<file path="src/rtl/instr_loader.sv">
// Assembles UART bytes into instruction words and writes them to instruction memory.
// Optional trailing-checksum check is compiled in with INSTR_LOADER_CHECKSUM_EN.
module instr_loader #(
  parameter int unsigned         NB_BYTE   = 8,
  parameter int unsigned         NB_INSTR  = 32,
  parameter int unsigned         NB_ADDR   = 10,
  parameter logic [NB_INSTR-1:0] HALT_WORD = 32'hFFFF_FFFF,
  parameter logic [NB_BYTE-1:0]  CMD_LOAD  = 8'h4C,
  parameter logic [NB_BYTE-1:0]  CMD_RESET = 8'h52
) (
  input  logic                i_clk,
  input  logic                i_reset,
  input  logic [NB_BYTE-1:0]  i_rx_data,
  input  logic                i_rx_valid,
  output logic                o_wr_en,
  output logic [NB_ADDR-1:0]  o_wr_addr,
  output logic [NB_INSTR-1:0] o_wr_data,
  output logic                o_load_done,
  output logic                o_overflow,
  output logic                o_busy,
  output logic                o_cksum_err
);

  localparam int unsigned NB_BYTES = NB_INSTR / NB_BYTE;
  localparam int unsigned NB_CNT   = (NB_BYTES > 1) ? $clog2(NB_BYTES) : 1;
  localparam int unsigned NB_SHIFT = NB_INSTR - NB_BYTE;
  localparam logic [NB_CNT-1:0]  LAST_BYTE = NB_CNT'(NB_BYTES - 1);
  localparam logic [NB_ADDR-1:0] ADDR_MAX  = '1;

`ifdef INSTR_LOADER_CHECKSUM_EN
  typedef enum logic [1:0] {IDLE, LOAD, DONE, CKSUM} state_t;
`else
  typedef enum logic [1:0] {IDLE, LOAD, DONE} state_t;
`endif

  state_t                state_q, state_d;
  logic [NB_CNT-1:0]     cnt_q, cnt_d;
  logic [NB_SHIFT-1:0]   shift_q, shift_d;
  logic [NB_ADDR-1:0]    addr_q, addr_d;
  logic                  wr_en_q, wr_en_d;
  logic [NB_ADDR-1:0]    wr_addr_q, wr_addr_d;
  logic [NB_INSTR-1:0]   wr_data_q, wr_data_d;
  logic                  done_q, done_d;
  logic                  ovf_q, ovf_d;
  logic                  busy_q, busy_d;
  logic [NB_INSTR-1:0]   word;
`ifdef INSTR_LOADER_CHECKSUM_EN
  logic [NB_BYTE-1:0]    xor_q, xor_d;
  logic                  err_q, err_d;
`endif

  // Earlier bytes sit in the upper lanes, so the first byte ends up in the MSBs.
  assign word = {shift_q, i_rx_data};

  always_ff @(posedge i_clk or posedge i_reset) begin
    if (i_reset) begin
      state_q   <= IDLE;
      cnt_q     <= '0;
      shift_q   <= '0;
      addr_q    <= '0;
      wr_en_q   <= 1'b0;
      wr_addr_q <= '0;
      wr_data_q <= '0;
      done_q    <= 1'b0;
      ovf_q     <= 1'b0;
      busy_q    <= 1'b0;
`ifdef INSTR_LOADER_CHECKSUM_EN
      xor_q     <= '0;
      err_q     <= 1'b0;
`endif
    end else begin
      state_q   <= state_d;
      cnt_q     <= cnt_d;
      shift_q   <= shift_d;
      addr_q    <= addr_d;
      wr_en_q   <= wr_en_d;
      wr_addr_q <= wr_addr_d;
      wr_data_q <= wr_data_d;
      done_q    <= done_d;
      ovf_q     <= ovf_d;
      busy_q    <= busy_d;
`ifdef INSTR_LOADER_CHECKSUM_EN
      xor_q     <= xor_d;
      err_q     <= err_d;
`endif
    end
  end

  always_comb begin
    state_d   = state_q;
    cnt_d     = cnt_q;
    shift_d   = shift_q;
    addr_d    = addr_q;
    wr_en_d   = 1'b0;
    wr_addr_d = wr_addr_q;
    wr_data_d = wr_data_q;
    done_d    = done_q;
    ovf_d     = ovf_q;
`ifdef INSTR_LOADER_CHECKSUM_EN
    xor_d     = xor_q;
    err_d     = err_q;
`endif

    case (state_q)
      IDLE: begin
        if (i_rx_valid && (i_rx_data == CMD_LOAD)) begin
          state_d = LOAD;
          cnt_d   = '0;
          shift_d = '0;
          addr_d  = '0;
`ifdef INSTR_LOADER_CHECKSUM_EN
          xor_d   = '0;
`endif
        end
      end

      LOAD: begin
        if (i_rx_valid) begin
`ifdef INSTR_LOADER_CHECKSUM_EN
          xor_d = xor_q ^ i_rx_data;
`endif
          if (cnt_q == LAST_BYTE) begin
            cnt_d     = '0;
            shift_d   = '0;
            wr_en_d   = 1'b1;
            wr_addr_d = addr_q;
            wr_data_d = word;
            if (addr_q != ADDR_MAX) addr_d = addr_q + NB_ADDR'(1);
            // HALT at the last address is a clean finish, not an overflow.
            if (word == HALT_WORD) begin
`ifdef INSTR_LOADER_CHECKSUM_EN
              state_d = CKSUM;
`else
              state_d = DONE;
              done_d  = 1'b1;
`endif
            end else if (addr_q == ADDR_MAX) begin
              state_d = DONE;
              done_d  = 1'b1;
              ovf_d   = 1'b1;
            end
          end else begin
            cnt_d   = cnt_q + NB_CNT'(1);
            shift_d = word[NB_SHIFT-1:0];
          end
        end
      end

      DONE: begin
        if (i_rx_valid && (i_rx_data == CMD_RESET)) begin
          state_d = IDLE;
          done_d  = 1'b0;
          ovf_d   = 1'b0;
          addr_d  = '0;
`ifdef INSTR_LOADER_CHECKSUM_EN
          err_d   = 1'b0;
`endif
        end
      end

`ifdef INSTR_LOADER_CHECKSUM_EN
      CKSUM: begin
        if (i_rx_valid) begin
          err_d   = (i_rx_data != xor_q);
          state_d = DONE;
          done_d  = 1'b1;
        end
      end
`endif

      default: state_d = IDLE;
    endcase

`ifdef INSTR_LOADER_CHECKSUM_EN
    busy_d = (state_d == LOAD) || (state_d == CKSUM);
`else
    busy_d = (state_d == LOAD);
`endif
  end

  assign o_wr_en     = wr_en_q;
  assign o_wr_addr   = wr_addr_q;
  assign o_wr_data   = wr_data_q;
  assign o_load_done = done_q;
  assign o_overflow  = ovf_q;
  assign o_busy      = busy_q;
`ifdef INSTR_LOADER_CHECKSUM_EN
  assign o_cksum_err = err_q;
`else
  assign o_cksum_err = 1'b0;
`endif

endmodule

</file>
<file path="config.mk">
export PLATFORM = sky130hd
export DESIGN_NAME = instr_loader
export DESIGN_NICKNAME = d
export VERILOG_FILES = /design/src/rtl/instr_loader.sv
export SDC_FILE = /design/constraint.sdc
export NUM_CORES = 1
export LEC_CHECK = 0
export CORE_MARGIN = 2
export CORE_UTILIZATION = 30
export CTS_CLUSTER_DIAMETER = 50
export DETAILED_ROUTE_END_ITERATION = 12
export GPL_TIMING_DRIVEN = 1
export SLEW_MARGIN = 20
export SYNTH_ARGS = -nofsm -noshare
export SYNTH_HDL_FRONTEND = slang
export SYNTH_SLANG_ARGS = --single-unit
</file>
<file path="constraint.sdc">
create_clock -name i_clk -period 2.7 [get_ports i_clk]
set_clock_uncertainty 0.15 [all_clocks]
set_input_delay 0.54 -clock i_clk [delete_from_list [all_inputs] [get_ports i_clk]]
set_output_delay 0.54 -clock i_clk [all_outputs]
set_load 0.02 [all_outputs]
</file>
### Yosys cells after proc, flatten, opt, wreduce, memory -nomap -nowiden

Index checks and enable logic that the tools add are counted.

| word-level totals | value |
|---|---|
| bits in read-only memories | 0 |
| register bits | 84 |
| bits in latches | 0 |
| bits in writable memories | 0 |
| output and inout bits | 47 |
| logic and storage cells | 74 |
| memories | 0 |
| input bits | 11 |

| cells by class | value |
|---|---|
| multiply operators | 0 |
| add/subtract/negate cells | 2 |
| divide/modulo/power cells | 0 |
| reduce and logical (&&, ||, !) cells | 11 |
| multiplexer cells | 34 |
| bitwise logic cells | 0 |
| equality and inequality tests | 17 |
| $lt $le $gt $ge | 0 |
| shifts and indexed selects | 0 |

Operator list:

| kind | count |
|---|---|
| 24-bit two-way mux | 3 |
| 10-bit two-way mux | 5 |
| 24-bit case mux with 2 select lines | 1 |
| 32-bit == test (second input constant) | 1 |
| 10-bit case mux with 3 select lines | 1 |
| 2-bit two-way mux | 9 |
| 8-bit by 7-bit == test with 1-bit output (second input constant) | 2 |
| 2-bit inequality test (second input constant) | 7 |
| 6-bit AND reduction | 2 |
| 1-bit two-way mux | 11 |
| 10-bit by 1-bit adder with 10-bit output (second input constant) | 1 |
| 10-bit == test (second input constant) | 1 |
| 10-bit inequality test (second input constant) | 1 |
| 2-bit case mux with 3 select lines | 1 |
| 3-bit AND reduction | 2 |
| 5-bit AND reduction | 1 |
| 2-bit by 1-bit == test with 1-bit output (second input constant) | 2 |
| 2-bit == test (second input constant) | 2 |
| 1-bit case mux with 2 select lines | 2 |
| 2-bit case mux with 2 select lines | 1 |
| 2-bit nonzero test | 2 |
| 3-bit inequality test (second input constant) | 1 |
| 3-bit nonzero test | 1 |
| 2-bit by 1-bit adder with 2-bit output (second input constant) | 1 |
| other kinds (2) | 3 |

### Logic depth before layout (Yosys ltp)

Gate-level depths: netlist (run 1).

| logic depth | value |
|---|---|
| word-level depth | 7 |
| depth in mapped cells | 8 |

### Worst setup path after synthesis (run 1)

OpenSTA, ideal clock, no wires.

| timing path | value |
|---|---|
| path kind | input to register |
| start | input i_rx_data[0] |
| end | register shift_q[0] |
| path buffers | 2 |
| required time | 2429 ps |
| cell stages on the path | 6 |
| data arrival time | 1801 ps |
| setup time | 121 ps |
| path slack | 628 ps |
| path through | or3_4 -> o41ai_1 -> nand2b_1 -> buf_2 -> buf_6 -> a22o_2 |

| between the ends | value |
|---|---|
| word-level cells in the longest chain between the ends | 4 |
| elaborated cells on any way between the ends | 7 |
| classes of those cells | 2 x eq/ne; 3 x mux; 2 x reduce/logical |

Ends and longest elaborated chain:

| item | line | RTL |
|---|---|---|
| start: declaration | 13 | `input logic [NB_BYTE-1:0] i_rx_data,` |
| 8-bit by 7-bit == test with 1-bit output | 106 | `if (i_rx_valid && (i_rx_data == CMD_LOAD)) begin` |
| 1-bit logical AND | 106 |  |
| 2-bit inequality test (no source line) | -- |  |
| 3-bit AND reduction (no source line) | -- |  |
| end signal: assignment | 74 | `shift_q <= shift_d;` |
| end: declaration | 38 | `logic [NB_SHIFT-1:0] shift_q, shift_d;` |

Parallel ways exist; a longest one is shown, timed or not. The select of a mux whose other input is x is not followed.
A chain may end at the register's enable or synchronous reset.

### Worst setup path in the final report (run 1)

Ends and elaborated chain as after synthesis.

==> results of run 1 <==
metal layers:
metal / vias up / routed length [um]
met5: - / 0
met4: 0 / 187
met3: 14 / 353
met2: 57 / 3600
met1: 1347 / 4159
li1: 1347 / -
sequential cells by signal (all words and copies together) (netlist names), 2 cells and up:
signal     flops
addr_q        10
cnt_q          2
o_wr_addr     10
o_wr_data     32
shift_q       24
state_q        2
cells in the final DEF (no fill, tap or decap), types with 2 or more instances in the layout:
master           instances
nand2_1                136
dfrtp_1                 84
clkdlybuf4s50_1         56
a22o_1                  23
nor2_1                  13
buf_4                   13
nand4_1                 11
clkbuf_16                9
a21oi_1                  8
a31oi_1                  6
o21ai_0                  5
nand3_1                  5
inv_1                    3
o31ai_1                  3
nor4_1                   3
nor2b_1                  2
nand2b_1                 2
or2b_2                   2
nor3_4                   2
and3_1                   2
nor3_1                   2
clkinvlp_4               2
ha_1                     2
clkinv_2                 2
buf_12                   2
report_power, final:
| group | leakage [nW] | switching (mW) | total, mW | internal [mW] |
|---|---|---|---|---|
| registers | 1.17 | 0.0113 | 1.28 | 1.27 |
| clock network | 0.136 | 0.498 | 1.15 | 0.650 |
| logic | 0.890 | 0.0586 | 0.101 | 0.0422 |
| total | 2.19 | 0.568 | 2.53 | 1.96 |
area by class of cell:
cell class / instances / area, um2 / share of cell area
clock buffers: 11 / 242.7 / 0.05255
multi-input cells: 249 / 1344 / 0.2909
repair buffers: 71 / 698.2 / 0.1511
clock inverters: 5 / 35.03 / 0.007584
flip-flops and latches: 84 / 2102 / 0.4550
inverters: 4 / 18.77 / 0.004063
well taps: 143 / 178.9 / 0.03873
tightest hold or removal path, cell delays in order, from the launching register on:
cell and delay [ns]:
dfrtp_1 0.34, nand2_1 0.05, nand2_1 0.05
through the flow:
step / power (mW) / hold slack, ns
after CTS: 2.558 / 0.3318
after floorplan: 1.347 / 0.3023
after global placement: 1.402 / 0.3121
after detailed placement: 1.404 / 0.3165
after global routing: 2.621 / 0.3578
final: 2.526 / 0.3226
logic make-up after synthesis:
kind of cell | share of synthesized area
AOI/OAI and AO/OA | 0.1255
adders and majority gates | 0.006989
buffers and inverters | 0.03739
DFF | 0.5872
muxes | 0.005942
other | 0.001048
and+or+nand+nor | 0.2359
worst min-delay path by stage:
stage / startpoint / endpoint / slack [ns]
3_3_place_gp: o_wr_addr[2] / o_wr_addr[2] / 0.31
3_5_place_dp: o_wr_data[31] / o_wr_data[31] / 0.32
4_1_cts: o_wr_addr[8] / o_wr_addr[8] / 0.33
5_1_grt: o_wr_data[15] / o_wr_data[15] / 0.36
6_report: o_wr_addr[8] / o_wr_addr[8] / 0.32
2_1_floorplan: cnt_q[1] / cnt_q[1] / 0.30
==> qor.yml, run 1 <==
synthesis:
  yosys-top-cells-area: "dfrtp_1 (59%), nand2_1 (14%), a22o_1 (5.6%), nand4_1 (1.9%), nor2_1 (1.4%)"
  synth_top_cell_by_area: "dfrtp_1"
  ys_seq_area_frac: 0.5872
  synth_cells: 358
  yosysWarnings: 0
  synth.top_cell.area_share: 0.5872
  yosys_most_used_dff: "dfrtp_1"
  syn-cell-area_mm2: 0.003580
  syn_area_per_cell_um2: 9.999
  ys_ff_latch: 84
  synth_edf_count: 0
  yosysMostFrequentCell: "nand2_1"
  postSynth.asyncResetShare: 1.000
  syn_nets: 371
  ys_types: 47
  synth_common_cells: "nand2_1 (136), dfrtp_1 (84), a22o_1 (23)"
layout:
  fin_util: 0.4011
  final_area_mm2: 0.004619
  layout.nets: 432
  syn2layout_area_growth_pct: 29.05
  drive_gt1_frac: 0.1061
  stdcell_count: 567
  diodes: 0
  fill_cells: 1150
clock_tree:
  cts_buffers: 9
  cts_max_level: 3
  cts_resized: 0
  insertion_delay_ns: 0.34
  post_cts_buffers: 0
  cts_tree: "done"
  cts.clk_slew.worst_paths_ns: 0.06
  cts.path.max_buffers: 2
  ctsHoldBuffers: 0
  root_buffer: "clkbuf_16"
  clock-sinks: 84
min_path:
  whs_path_depth: 2
  worstHoldPathType: "flop to flop"
placed_design:
  dp_slack_ns: 0.04048
  port-buffer-count: 56
  dp.cells: 551
  place_area_mm2: 0.004342
  dp_hpwl_mm: 5.600
  gp_congestion: 0.8489
routing:
  drtIter0Drc: 151
  num_vias: 2765
  drc: 3
  drt_wl_total_mm: 8.300
  drtPass1Iterations: 8
  postRouteAntennaNets: 0
  wire_per_inst_um: 14.64
  via_per_inst: 4.877
global_route:
  grt_use_total: 0.1373
  grt_max_degree: 85
  antenna_found_initial: 0
  use_met1: 0.1938
  grt_overflow: 0
  busiest_layer: "met2"
  gr-usage-met2: 0.1976
  grt_pass1_vias: 2779
  grt_pass1_wl_mm: 13.97
  gr-usage-met3: 0.03053
floorplanning:
  fp.dieH_um: 113.2
  core_mm2: 0.01152
  io_pins: 58
  row_count: 39
  dieArea_mm2: 0.01282
  die_w_um: 113.2
  start_util: 0.3108
power:
  ir_drop_mv: 0.3295
  powerDensity_mw_per_mm2: 546.8
  p_leak_nw: 2.194
critical_path:
  setup.worst_path.start: "i_rx_data[0]"
  slowest_stage: "or3_4"
  r2r_start: "addr_q[0]"
  critPathMaxStageDelay_ns: 0.44
  endpoint_kind: "flop"
  crit_arrival_ns: 2.41
  cp_num_cells: 6
  cp-start-kind: "input port"
  crit_required_ns: 2.78
  crit_fanout: 24
  ff2ff_setup_slack_ns: 0.58
  cp-endpoint: "shift_q[0]"
  reg2regPathDepth: 6
  path_cells: "clkdlybuf4s50_1 > or3_4 > o41ai_1 > nand2b_1 > buf_4 > a22o_2"
  critPathTopFamily: "buffers and inverters"
  crit_type: "input port to flop"
  path_buf_inv: 2
  r2r-end: "addr_q[7]"
sta:
  slew-limit-headroom: 0.5758
  worst_slack_ns: 0.3752
  final.period_utilization: 0.8610
  hold_viol_final: 0
  setup_violations: 0
  rsz0062_at_grt: "false"
  fin_tns_setup_ns: 0
  finalCriticalPeriod_ns: 2.325
  tightest_slew_ns: 0.6350
  maxSlewViolCount: 0
  fmax_ghz: 0.4302
run:
  maxCapViolations: 0
outcome:
  violations: "design-rule violations"
  status: "finished, violations left"
No activity file was read; power rests on OpenSTA's default activity.
==> run 2, diff against run 1 <==
--- a/config.mk
+++ b/config.mk
@@ -6,10 +6,11 @@
 export NUM_CORES = 1
 export LEC_CHECK = 0
 export CORE_MARGIN = 2
-export CORE_UTILIZATION = 30
+export CORE_UTILIZATION = 48
 export CTS_CLUSTER_DIAMETER = 50
 export DETAILED_ROUTE_END_ITERATION = 12
 export GPL_TIMING_DRIVEN = 1
+export PLACE_DENSITY = 0.76
 export SLEW_MARGIN = 20
 export SYNTH_ARGS = -nofsm -noshare
 export SYNTH_HDL_FRONTEND = slang
==> qor.yml, run 2 (synthesized netlist as in run 1, its figures left out) <==
clock_tree:
  cts_max_level: 3  # unchanged
  root_buffer: "clkbuf_8"  # was clkbuf_16
  cts.path.max_buffers: 2  # unchanged
  post_cts_buffers: 0  # unchanged
  clock-sinks: 84  # unchanged
  insertion_delay_ns: 0.35  # was 0.34 ns
  cts.clk_slew.worst_paths_ns: 0.08  # was 0.06 ns
  cts_tree: "done"  # unchanged
  cts_resized: 0  # unchanged
  cts_buffers: 9  # unchanged
  ctsHoldBuffers: 0  # unchanged
power:
  p_leak_nw: 2.151  # was 2.194 nW
  powerDensity_mw_per_mm2: 509.5  # was 546.8 mW/mm2
  ir_drop_mv: 0.2470  # was 0.3295 mV
  power_mw: 2.279  # was 2.526 mW
critical_path:
  path_cells: "clkdlybuf4s50_1 > nand4bb_1 > nor3_4 > a21oi_2 > a221oi_4 > mux2i_1"  # was clkdlybuf4s50_1 > or3_4 > o41ai_1 > nand2b_1 > buf_4 > a22o_2
  crit_required_ns: 2.83  # was 2.78 ns
  path_buf_inv: 1  # was 2
  critPathTopFamily: "compound AO/OA/AOI/OAI gates"  # was buffers and inverters
  ff2ff_setup_slack_ns: 0.60  # was 0.58 ns
  slowest_stage: "clkdlybuf4s50_1"  # was or3_4
  setup.worst_path.start: "i_rx_data[2]"  # was i_rx_data[0]
  cp-endpoint: "addr_q[1]"  # was shift_q[0]
  endpoint_kind: "flop"  # unchanged
  reg2regPathDepth: 6  # unchanged
  cp_num_cells: 6  # unchanged
  r2r-end: "addr_q[5]"  # was addr_q[7]
  crit_arrival_ns: 2.40  # was 2.41 ns
  critPathMaxStageDelay_ns: 0.57  # was 0.44 ns
  crit_type: "input port to flop"  # unchanged
  r2r_start: "addr_q[0]"  # unchanged
  cp-start-kind: "input port"  # unchanged
  crit_fanout: 8  # was 24
global_route:
  use_met1: 0.3007  # was 0.1938
  busiest_layer: "met2"  # unchanged
  grt_pass1_wl_mm: 13.54  # was 13.97 mm
  gr-usage-met3: 0.03840  # was 0.03053
  gr-usage-met2: 0.3076  # was 0.1976
  grt_use_total: 0.2072  # was 0.1373
  grt_pass1_vias: 2744  # was 2,779
  antenna_found_initial: 0  # unchanged
  grt_max_degree: 50  # was 85
  grt_overflow: 0  # unchanged
sta:
  worst_slack_ns: 0.4262  # was 0.3752 ns
  maxSlewViolCount: 0  # unchanged
  hold_viol_final: 0  # unchanged
  rsz0062_at_grt: "false"  # unchanged
  final.period_utilization: 0.8422  # was 0.8610
  fmax_ghz: 0.4398  # was 0.4302 GHz
  finalCriticalPeriod_ns: 2.274  # was 2.325 ns
  tightest_slew_ns: 0.7039  # was 0.6350 ns
  slew-limit-headroom: 0.5298  # was 0.5758
  setup_violations: 0  # unchanged
  fin_tns_setup_ns: 0  # unchanged
floorplanning:
  die_w_um: 90.36  # was 113.2 um
  start_util: 0.4935  # was 0.3108
  fp.dieH_um: 90.36  # was 113.2 um
  dieArea_mm2: 0.008164  # was 0.01282 mm2
  core_mm2: 0.007253  # was 0.01152 mm2
  row_count: 31  # was 39
  io_pins: 58  # unchanged
layout:
  final_area_mm2: 0.004473  # was 0.004619 mm2
  diodes: 0  # unchanged
  syn2layout_area_growth_pct: 24.96  # was 29.05%
  drive_gt1_frac: 0.1019  # was 0.1061
  largest_reg_flops: 32  # unchanged
  stdcell_count: 521  # was 567
  mostFrequentLayoutCells: "nand2_1 (136), dfrtp_1 (84), clkdlybuf4s50_1 (56)"  # unchanged
  final_common_cell: "nand2_1"  # unchanged
  layout.nets: 430  # was 432
routing:
  via_per_inst: 5.334  # was 4.877
  drtIter0Drc: 226  # was 151
  postRouteAntennaNets: 0  # unchanged
  drtPass1Iterations: 4  # was 8
  num_vias: 2779  # was 2,765
  wire_per_inst_um: 15.01  # was 14.64 um
  drt_wl_total_mm: 7.820  # was 8.300 mm
  drc: 0  # was 3
placed_design:
  dp_slack_ns: 0.06598  # was 0.04048 ns
  place_area_mm2: 0.004272  # was 0.004342 mm2
  dp.cells: 505  # was 551
  port-buffer-count: 56  # unchanged
  dp_hpwl_mm: 5.359  # was 5.600 mm
  gp_congestion: 0.8378  # was 0.8489
min_path:
  worstHoldPathType: "flop to flop"  # unchanged
run:
  maxCapViolations: 0  # unchanged
outcome:
  status: "complete, no violations"  # was finished, violations left
[run 2: cell count changes in the layout (fill, tap and decap cells not counted)]
cell | before | now
clkinv_2 | 2 | 1
clkbuf_16 | 9 | 0
clkbuf_8 | 1 | 10
bufinv_16 | 0 | 1
buf_4 | 13 | 11
[run 2: where the power goes]
group / internal, mW / leakage [nW] / switching [mW]
clock network: 0.457 / 0.0999 / 0.451
registers: 1.26 / 1.17 / 0.0117
logic: 0.0388 / 0.882 / 0.0571
[run 2: cell type report]
class / count / area (um2)
flip-flops and latches: 84 / 2102
repair buffers: 69 / 683.2
clock buffers: 11 / 141.4
inverters: 4 / 18.77
clock inverters: 5 / 60.06
fillers: 646 / 2780
well taps: 99 / 123.9
multi-input cells: 249 / 1344
[run 2: worst min-delay path by stage]
stage	from	to	slack, ns	cells after the start
floorplan	cnt_q[1]	cnt_q[1]	0.30	2
global placement	o_wr_addr[0]	o_wr_addr[0]	0.31	2
detailed placement	o_wr_data[8]	o_wr_data[8]	0.31	2
CTS	o_wr_data[20]	o_wr_data[20]	0.33	2
global route	o_wr_data[26]	o_wr_data[26]	0.35	2
finish	o_wr_data[30]	o_wr_data[30]	0.32	2
[run 2: worst reg2reg max path, stage by stage (launching register included)]
cell and delay, ns:
dfrtp_1 0.41, ha_1 0.33, nand3_1 0.20, o31ai_2 0.46, nor2_1 0.17, a31oi_1 0.21
a31oi_1 0.05
[run 2: metal layers]
metal	wire [um]	vias to the layer above
li1	-	1333
met1	3823	1365
met2	3528	67
met3	318	14
met4	150	0
met5	0	-
[run 2: stage by stage]
stage	hold slack (ns)	util
after floorplan	0.3023	-
after global placement	0.3094	0.5889
after detailed placement	0.3122	0.5889
after CTS	0.3324	0.6167
after global routing	0.3517	0.6167
final	0.3243	0.6167
==> run 3, diff against run 2 <==
==> constraint.sdc (replaced) <==
create_clock -name i_clk -period 2 [get_ports i_clk]
set_clock_uncertainty 0.15 [all_clocks]
set_input_delay 0.4 -clock i_clk [delete_from_list [all_inputs] [get_ports i_clk]]
set_output_delay 0.4 -clock i_clk [all_outputs]
set_load 0.02 [all_outputs]
==> qor.yml, run 3 (synthesized netlist as in run 1, its figures left out) <==
clock_tree:
  insertion_delay_ns: 0.36  # was 0.35 ns
  cts_buffers: 9  # unchanged
  cts.clk_slew.worst_paths_ns: 0.08  # about the same
  clock-sinks: 84  # unchanged
  ctsHoldBuffers: 0  # unchanged
  root_buffer: "clkbuf_8"  # unchanged
  cts_max_level: 3  # unchanged
  cts_tree: "done"  # unchanged
  cts.path.max_buffers: 2  # unchanged
critical_path:
  slowest_stage: "clkdlybuf4s50_1"  # unchanged
  critPathTopFamily: "simple AND/OR/NAND/NOR gates"  # was compound AO/OA/AOI/OAI gates
  ff2ff_setup_slack_ns: 0.11  # was 0.60 ns
  critPathMaxStageDelay_ns: 0.56  # was 0.57 ns
  crit_required_ns: 2.08  # was 2.83 ns
  endpoint_kind: "flop"  # unchanged
  path_buf_inv: 2  # was 1
  cp-start-kind: "input port"  # unchanged
  crit_fanout: 3  # was 8
  path_cells: "clkdlybuf4s50_1 > nand4_1 > nor4_1 > buf_4 > a21oi_2 > nor3b_1 > nor3_1"  # was clkdlybuf4s50_1 > nand4bb_1 > nor3_4 > a21oi_2 > a221oi_4 > mux2i_1
  crit_type: "input port to flop"  # unchanged
  crit_arrival_ns: 2.02  # was 2.40 ns
layout:
  diodes: 0  # unchanged
  mostFrequentLayoutCells: "nand2_1 (135), dfrtp_1 (84), clkdlybuf4s50_1 (52)"  # was nand2_1 (136), dfrtp_1 (84), clkdlybuf4s50_1 (56)
  fin_util: 0.6484  # was 0.6167
  layout.nets: 454  # was 430
  largest_reg_flops: 32  # unchanged
  drive_gt1_frac: 0.1614  # was 0.1019
  final_common_cell: "nand2_1"  # unchanged
  syn2layout_area_growth_pct: 31.39  # was 24.96%
floorplanning:
  start_util: 0.4935  # unchanged
  row_count: 31  # unchanged
  dieArea_mm2: 0.008164  # unchanged
  die_w_um: 90.36  # unchanged
  io_pins: 58  # unchanged
  core_mm2: 0.007253  # unchanged
  fp.dieH_um: 90.36  # unchanged
global_route:
  grt_max_degree: 42  # was 50
  grt_use_total: 0.2124  # was 0.2072
  grt_overflow: 0  # unchanged
  grt_pass1_vias: 2800  # was 2,744
  grt_pass1_wl_mm: 13.95  # was 13.54 mm
  antenna_found_initial: 0  # unchanged
power:
  ir_drop_mv: 0.3428  # was 0.2470 mV
  p_leak_nw: 2.289  # was 2.151 nW
  powerDensity_mw_per_mm2: 657.6  # was 509.5 mW/mm2
  power_mw: 3.093  # was 2.279 mW
routing:
  drtPass1Iterations: 4  # unchanged
  wire_per_inst_um: 14.97  # was 15.01 um
  drc: 0  # unchanged
  via_per_inst: 5.367  # was 5.334
  drt_wl_total_mm: 8.160  # was 7.820 mm
  postRouteAntennaNets: 0  # unchanged
  num_vias: 2925  # was 2,779
  drtIter0Drc: 222  # was 226
sta:
  hold_viol_final: 0  # unchanged
  fmax_ghz: 0.5138
  setup_violations: 0  # unchanged
  maxSlewViolCount: 0  # unchanged
  worst_slack_ns: 0.05383  # was 0.4262 ns
  rsz0062_at_grt: "false"  # unchanged
  finalCriticalPeriod_ns: 1.946
  final.period_utilization: 0.9731
outcome:
  status: "complete, no violations"  # unchanged
placed_design:
  dp_slack_ns: -0.5090  # was 0.06598 ns
  port-buffer-count: 56  # unchanged
  gp_congestion: 0.8753  # was 0.8378
  dp_hpwl_mm: 5.560  # was 5.359 mm
min_path:
  worstHoldPathType: "input port to async pin"  # was flop to flop
run:
  maxCapViolations: 0  # unchanged
## run 3: changes by cell type in the layout (fill, tap and decap cells not counted), moves of 2 or more
cell	delta
buf_12	+2
buf_4	+22
clkdlybuf4s50_1	-4
dlygate4sd2_1	+4
## run 3: where the power goes
part / total [mW] / switching [mW] / internal [mW]
combinational: 0.163 / 0.0946 / 0.0683
sequential: 1.72 / 0.00832 / 1.71
clock: 1.21 / 0.627 / 0.588
## run 3: worst register-to-register path, cell delays in order (launching register included)
cell     delay [ns]
dfrtp_1        0.38
ha_1           0.18
nand3_1        0.16
o31ai_2        0.37
buf_4          0.20
nor2_1         0.07
a31oi_1        0.19
a31oi_1        0.06
## run 3: layer usage
metal	GRT usage	wire [um]	part of all wire	vias up
met5	0	0	0	-
met4	0.07692	132	0.016	0
met3	0.03172	507	0.062	12
met2	0.3246	3841	0.47	98
met1	0.3108	3678	0.45	1420
li1	-	-	-	1395
## run 3: timing repair
item	in CTS	in global routing
gates resized for setup	6	4
setup buffers	2	2
endpoints found under the setup margin	34	12
pin swaps	5	3
## run 3: through the flow
step	std cells	area (um2)	setup TNS (ns)	hold slack, ns
after floorplan	358	3583	0	0.3023
after global placement	525	4447	-22.68	0.3090
after detailed placement	525	4447	-25.35	0.3119
after CTS	543	4668	0	0.2507
after global routing	545	4703	0	0.2713
final	545	4703	0	0.2412
## run 3: layout make-up
type	count	area, um2
fill	582	2550
inverter	4	18.77
clock buffer	10	127.6
clock inverter	6	71.32
tap	99	123.9
multi-input combinational	249	1376
sequential	84	2102
timing repair buffer	93	883.3
## run 3: path summary, 6_finish.rpt
path                            endpoint  cells past startpoint           from
min reg2reg                o_wr_data[21]                      2  o_wr_data[21]
max reg2reg                    addr_q[5]                      7      addr_q[1]
max                               o_busy                      7   i_rx_data[3]
min in group i_clk         o_wr_data[21]                      2  o_wr_data[21]
max in group asynchronous    shift_q[19]                      3        i_reset
min                            addr_q[9]                      2        i_reset
